### src/rtl/onehot_req_sched_pkg.sv
// rtl/onehot_req_sched_pkg.sv - shared constants and FSM encoding for the one-hot request scheduler
package onehot_req_sched_pkg;

  localparam int N  = 8;
  localparam int PW = 3;

  typedef enum logic {
    IDLE  = 1'b0,
    OFFER = 1'b1
  } state_t;

endpackage

### src/rtl/onehot_req_sched_rr_pick8.sv
// rtl/onehot_req_sched_rr_pick8.sv - round-robin pick of the first pending bit at or after ptr
module rr_pick8
  import onehot_req_sched_pkg::*;
(
  input  logic [N-1:0]  pending,
  input  logic [PW-1:0] ptr,
  output logic [N-1:0]  grant_onehot,
  output logic [PW-1:0] grant_idx,
  output logic          any
);

  logic [2*N-1:0] dbl;
  logic [N-1:0]   rot;
  logic [N-1:0]   rot_grant;
  logic [2*N-1:0] back;
  logic [PW-1:0]  off;

  always_comb begin
    // rot[i] holds pending[(ptr+i) mod N], so bit 0 is the highest priority
    dbl       = {pending, pending};
    rot       = dbl[ptr +: N];
    rot_grant = rot & (~rot + N'(1));
    back      = {rot_grant, rot_grant} << ptr;
    off       = '0;
    for (int i = N - 1; i >= 0; i--) begin
      if (rot[i]) off = PW'(i);
    end
    any          = |pending;
    grant_onehot = back[2*N-1:N];
    grant_idx    = off + ptr;
  end

endmodule

### src/rtl/onehot_req_sched.sv
// rtl/onehot_req_sched.sv - edge-captured requests presented one-hot, round-robin, under valid/ready
module onehot_req_sched
  import onehot_req_sched_pkg::*;
(
  input  logic         clk,
  input  logic         rst_n,
  input  logic [N-1:0] req_in,
  input  logic         out_ready,
  input  logic         clr_ovf,
  output logic         out_valid,
  output logic [N-1:0] onehot,
  output logic [N-1:0] pending,
  output logic [N-1:0] ovf
);

  logic [N-1:0]  s1, s2, prev;
  logic [N-1:0]  rise, acc_mask, pending_next, ovf_next;
  logic [N-1:0]  onehot_next, pick_oh;
  logic [PW-1:0] ptr, ptr_next, gidx, gidx_next, pick_idx;
  logic          accept, pick_any;
  state_t        state, state_next;

  assign rise         = s2 & ~prev;
  assign out_valid    = (state == OFFER);
  assign accept       = out_valid & out_ready;
  assign acc_mask     = accept ? onehot : '0;
  // a new edge on the bit being accepted re-sets it and does not count as overflow
  assign pending_next = (pending & ~acc_mask) | rise;
  assign ovf_next     = (clr_ovf ? '0 : ovf) | (rise & pending & ~acc_mask);
  assign ptr_next     = accept ? gidx + PW'(1) : ptr;

  rr_pick8 u_pick (
    .pending      (pending_next),
    .ptr          (ptr_next),
    .grant_onehot (pick_oh),
    .grant_idx    (pick_idx),
    .any          (pick_any)
  );

  always_comb begin
    state_next  = state;
    onehot_next = onehot;
    gidx_next   = gidx;
    case (state)
      IDLE: begin
        if (|pending) begin
          state_next  = OFFER;
          onehot_next = pick_oh;
          gidx_next   = pick_idx;
        end
      end
      OFFER: begin
        if (out_ready) begin
          if (pick_any) begin
            onehot_next = pick_oh;
            gidx_next   = pick_idx;
          end else begin
            state_next  = IDLE;
            onehot_next = '0;
          end
        end
      end
      default: begin
        state_next  = IDLE;
        onehot_next = '0;
      end
    endcase
  end

  always_ff @(posedge clk) begin
    if (!rst_n) begin
      s1      <= '0;
      s2      <= '0;
      prev    <= '0;
      pending <= '0;
      ovf     <= '0;
      ptr     <= '0;
      gidx    <= '0;
      onehot  <= '0;
      state   <= IDLE;
    end else begin
      s1      <= req_in;
      s2      <= s1;
      prev    <= s2;
      pending <= pending_next;
      ovf     <= ovf_next;
      ptr     <= ptr_next;
      gidx    <= gidx_next;
      onehot  <= onehot_next;
      state   <= state_next;
    end
  end

endmodule
### config.mk
export PLATFORM = sky130hd
export DESIGN_NAME = onehot_req_sched
export DESIGN_NICKNAME = d
export VERILOG_FILES = /design/src/rtl/onehot_req_sched_pkg.sv /design/src/rtl/onehot_req_sched_rr_pick8.sv /design/src/rtl/onehot_req_sched.sv
export SDC_FILE = /design/constraint.sdc
export NUM_CORES = 1
export LEC_CHECK = 0
export BUFFER_PORTS_ARGS = -buffer_cell sky130_fd_sc_hd__buf_2
export CAP_MARGIN = 10
export CORE_ASPECT_RATIO = 1.5
export CORE_UTILIZATION = 25
export DETAILED_ROUTE_END_ITERATION = 10
export GPL_TIMING_DRIVEN = 0
export PLACE_DENSITY = 0.37
export SLEW_MARGIN = 20
export SYNTH_ARGS = -nofsm -noshare
export SYNTH_HDL_FRONTEND = slang
export SYNTH_SLANG_ARGS = --single-unit
### constraint.sdc
create_clock -name clk -period 4.4 [get_ports clk]
set_input_delay 0.88 -clock clk [delete_from_list [all_inputs] [get_ports clk]]
set_output_delay 0.88 -clock clk [all_outputs]
set_load 0.01 [all_outputs]
Word-level counts from Yosys, hierarchy flattened --
Index checks and enable logic that the tools add are counted.
Storage, ports and cells: input bits 12, flip-flop bits (word level) 55, output and inout bits 25, word-level logic and storage cells 56
Operators by class: equal/unequal tests 3, bitwise operators 12, add/subtract/negate cells 3, shift-type cells 2, muxes and demuxes 23, reductions and logical operators 4
Operators with widths (count):
- $and 8x8->8 | 5
- $mux 8 | 5
- $mux 3 | 12
- $not 8->8 | 3
- $or 8x8->8 | 2
- $pmux 8 s2 | 1
- $reduce_or 8->1 | 2
- $shiftx 16x4->8 | 1
- $shl 16x3->16 | 1
- $add 8x1->8 const B | 1
- $ne 2x2->1 const B | 3
- $pmux 3 s2 | 1
- $add 3x1->3 const B | 1
- $add 3x3->3 | 1
- $mux 1 | 3
- $reduce_and 3->1 | 1
- $pmux 1 s2 | 1
- $reduce_and 2->1 | 1
- $and 1x1->1 | 1
- $not 1->1 | 1

Depth between registers and ports, before layout --
word-level depth 18, depth in mapped cells 17, depth with buffers taken out 16

Modules after synthesis --
A second synthesis with hierarchy kept.
Second synthesis, totals: cells, all modules 334, area total of the unflattened synthesis 3078.0 um2
By module, submodules not included:
- onehot_req_sched | times used 1, cells an instance 173, seq. area each 1101.1 um2, area each 1889.3 um2
- rr_pick8 | times used 1, cells an instance 161, seq. area each 0.0 um2, area each 1188.6 um2

Worst setup path before layout --
Ideal clock, no wire load.
path type input to register, from input port out_ready, to register gidx[2], cell stages on the path 17, path buffers 2, data required time 4.326 ns, setup time 0.074 ns, data arrival time 3.770 ns, setup slack 0.556 ns, path through buf_4 a21bo_2 and2_1 inv_2 buf_1 mux2i_1 o21ai_0 a21boi_0 o21ai_0 a211oi_1 ha_1 inv_1 fa_1 xnor2_1 inv_1 a31o_1 a31oi_1
On the way: elaborated cells between the ends (all ways) 24, those cells by class 1 x add/sub; 2 x eq/ne; 1 x shift; 14 x mux; 4 x bitwise; 2 x reduce/logical
RTL lines:
- start: declaration | RTL line onehot_req_sched.sv:8 | input logic out_ready,
- $and 1x1->1 * | RTL line onehot_req_sched.sv:25 | assign accept = out_valid & out_ready;
- $mux 3 * | RTL line onehot_req_sched.sv:30 | assign ptr_next = accept ? gidx + PW'(1) : ptr;
- net ptr_next[0] | RTL line onehot_req_sched.sv:19 | logic [PW-1:0] ptr, ptr_next, gidx, gidx_next, pick_idx;
- $shiftx 16x4->8 | RTL line onehot_req_sched_rr_pick8.sv:21 | rot = dbl[ptr +: N];
- $mux 3 (8 in series) | RTL line onehot_req_sched_rr_pick8.sv:26 | if (rot[i]) off = PW'(i);
- $add 3x3->3 * | RTL line onehot_req_sched_rr_pick8.sv:30 | grant_idx = off + ptr;
- $mux 3 | RTL line onehot_req_sched.sv:54 | if (pick_any) begin
- $mux 3 | RTL line onehot_req_sched.sv:53 | if (out_ready) begin
- $pmux 3 s2 * | RTL line onehot_req_sched.sv:44 | case (state)
- end signal: assignment | RTL line onehot_req_sched.sv:88 | gidx <= gidx_next;
- end: declaration | RTL line onehot_req_sched.sv:19
Mark *: on every way through the listed nets, which the timed path passes. The rest lies on a longest branch. The select of a mux whose other input is x is not followed. A chain may end at the register's enable or synchronous reset.

Final worst setup path --
Same ends and word-level chain as after synthesis.

==> impl_results.md <==
- Area growth from synthesis to layout: 17.8%
- Worst setup slack after layout: 251 ps
- Rows: 48
- Vias in the first global route: 2,698
- First-pass GRT wire length: 15,100 um
- Crit-path max FO: 10
- RSZ-0062 raised after global routing: no
- Initial Util: 25.8%
- Post-synthesis sequential area ratio: 36.8%
- DR vias: 2,641
- Final setup viols: 0
- Post-synth EDFFs: 0
- Post-CTS Setup Bufs: 0
- Static leakage: 1.39 nW
- # IOs: 37
- First-pass DRT Iterations: 4
- Clock slew at reported path FFs: 70 ps
- Antenna Nets Post-Route: 0
- Final worst path period need: 4150 ps
- Sequential power share: 36.0%
- Utilization after layout: 30.4%
- Gr usage total: 16.2%
- Data arrival, critical path: 4380 ps
- Hold_buf cts: 0
- Startpoint Class: input pin
- Gr ovfl total: 0
- ANT cells: 0
- Pins over their slew limit: 0
- Largest net degree at the start of global routing: 19
- Area leader, netlist: dfxtp_1
- Worst vdd rail ir drop: 0.178 mV
- Die area: 12,400 um^2
- Drt initial violations: 73
- Final-stage net count: 387
- Detailed Place HPWL: 7450 um
- TritonCTS clock tree: yes
- Final period utilization: 94.3%
- Max Fclk: 0.241 GHz
- Port Buffers: 36
- Final WL: 9540 um
- CTS Buffer Depth: 2
- Hold crit path type: register to register
- Die width: 91.3 um
- Asr flop ratio synth: 0%
- Share of the synthesized area in the top cell type: 36.8%
- Switching Share: 38.9%
- Mean post-synth cell area: 9.09 um^2
- Maxcap violations: 0
- Syn Nets: 344
- PwrDens: 454 nW/um^2
- CP Capture Type: register
- Worst skew pair latency: 300 ps
- Setup TNS: 0 ps
- Number of clock sinks: 55
- Cell variety after synth: 58
- NetSw: 621 uW
- Setup CP Type: input pin to register
- Root buf cell: clkbuf_16
- Count of final hold-check violations: 0
- Flops & latches, synth: 55
- Clock power frac: 25.9%
- WL per Instance: 18.2 um
- Post-CTS sizing: 0
- Residual DRC: 0
- Final worst clock skew: 6.16 ps
- Top post-synthesis cells by area: dfxtp_1, nor2b_1, and2_1
- CTS Buf Count: 5
- Mapped Cells: 329
- Die Span Y: 136 um
- Number of fillers in the final layout: 1,269
- Layout cell share with drive strength beyond 1: 21.4%
- Core ar.: 11,600 um^2
- Worst Path Required: 4630 ps
- Synth Cell Area: 2990 um^2
- Slew @ Worst Pin: 978 ps
- Place WS: -291 ps
- Initial antenna violation count: 0
- CTS HTree Levels: 2
- Status: complete, no violations
- Rel. slew slack: 34.2%
- Most used DFF post-synth: dfxtp_1
- Combinational share of power: 38.1%
- Routability cong.: 0.873
- Power Internal: 976 uW
- Vias per Instance: 5.05
- Ys Warns: 0
==> state kept, by name (all words and copies together) (netlist names) <==
| signal | cells |
|---|---|
| s2 | 8 |
| ovf | 8 |
| ptr | 3 |
| s1 | 8 |
| onehot | 8 |
| prev | 8 |
| out_valid | 1 |
| pending | 8 |
| gidx | 3 |
==> cell usage in the layout (no fill, tap or decap), types with 3 or more instances in the layout <==
cell / synthesis / final
nor2b_1: 29 / 29
a32oi_1: 10 / 10
o311ai_0: 4 / 4
clkbuf_16: 0 / 5
a31oi_1: 3 / 3
o21ai_0: 11 / 11
o22ai_1: 3 / 3
a21oi_1: 10 / 10
nor2_1: 9 / 9
inv_1: 5 / 5
nor4_1: 3 / 3
a21boi_0: 7 / 7
nor3_1: 6 / 6
mux2i_1: 15 / 14
buf_6: 3 / 3
a211oi_1: 6 / 6
and2_1: 28 / 28
clkbuf_1: 8 / 8
mux2_2: 4 / 4
nand3_1: 21 / 21
nand2_1: 32 / 32
nand4_1: 3 / 3
nand3b_1: 3 / 3
dfxtp_1: 55 / 55
buf_2: 1 / 37
a21oi_4: 6 / 7
==> Yosys cell counts (3+ instances only) <==
cell      number
a32oi_1       10
clkbuf_1       8
mux2_2         4
nor2_1         9
inv_1          5
and2_1        28
mux2i_1       15
a31oi_1        3
dfxtp_1       55
o21ai_0       11
nand4_1        3
o311ai_0       4
a21boi_0       7
a211oi_1       6
a21oi_2        3
o22ai_1        3
nand2_1       32
nor2b_1       29
nor3_1         6
nand3_1       21
nand3b_1       3
buf_6          3
a21oi_4        6
a21oi_1       10
nor4_1         3
==> critical path: stages <==
cell	delay (ps)
buf_2	120
buf_4	180
a21bo_2	260
and2_1	210
inv_2	190
clkbuf_2	290
mux2i_2	310
o21ai_0	130
a21boi_0	210
o21ai_0	100
a211oi_1	310
ha_1	210
inv_1	50
fa_1	370
xnor2_1	160
inv_1	70
a31o_1	190
a31oi_1	150
==> final cells by class <==
cell class	instances	area [um^2]	share of cell area [%]
plain buffers	16	92.6	2.63
clock buffers	5	125	3.55
clock inverters	3	22.5	0.640
inverters	6	22.5	0.640
multi-input cells	252	1790	50.8
flip-flops and latches	55	1100	31.3
well taps	150	188	5.33
repair buffers	36	180	5.12
==> kinds of logic (layout without fill, tap and decap cells) <==
kind of cell / Yosys count / after routing / synth area share, %
and+or+nand+nor: 143 / 143 / 26.3
adders and majority gates: 3 / 3 / 1.51
muxes: 21 / 21 / 7.49
DFF: 55 / 55 / 36.8
xor gates and xnor gates: 2 / 2 / 0.837
buffers and inverters: 22 / 66 / 3.81
AOI/OAI and AO/OA: 83 / 83 / 23.2
==> power by group through the flow <==
stage | logic, mW | registers (mW) | clock network (mW)
4_1_cts | 0.606 | 0.576 | 0.429
6_report | 0.609 | 0.575 | 0.414
3_5_place_dp | 0.603 | 0.587 | 0
3_3_place_gp | 0.608 | 0.588 | 0
2_1_floorplan | 0.424 | 0.580 | 0
5_1_grt | 0.672 | 0.580 | 0.446
==> per-stage QoR <==
stage / hold slack (ps) / cells / total power [mW] / cell area, um^2
4_1_cts: 435 / 523 / 1.61 / 3500
2_1_floorplan: 412 / 329 / 1.00 / 2990
6_report: 434 / 523 / 1.60 / 3520
3_3_place_gp: 413 / 515 / 1.20 / 3360
5_1_grt: 443 / 523 / 1.70 / 3520
3_5_place_dp: 417 / 515 / 1.19 / 3360
==> routing by layer <==
metal / share of wire [%] / GRT usage, % / vias to the layer above
met1: 40 / 17.4 / 1269
met2: 51 / 29.7 / 63
met4: 5.5 / 10.2 / 0
li1: - / - / 1281
met5: 0 / 0 / -
met3: 2.6 / 2.24 / 28
==> worst paths after layout <==
path / from / to / slack (ps) / cells after the start
hold / removal: s1[4]$_SDFF_PN0_ / s2[4]$_SDFF_PN0_ / 430 / 1
setup / recovery: out_ready / gidx[2]$_SDFFE_PN0P_ / 250 / 18
hold reg to reg: s1[4]$_SDFF_PN0_ / s2[4]$_SDFF_PN0_ / 430 / 1
setup reg to reg: gidx[0]$_SDFFE_PN0P_ / gidx[2]$_SDFFE_PN0P_ / 410 / 16
Note: power is estimated with default switching activity, not from simulation.
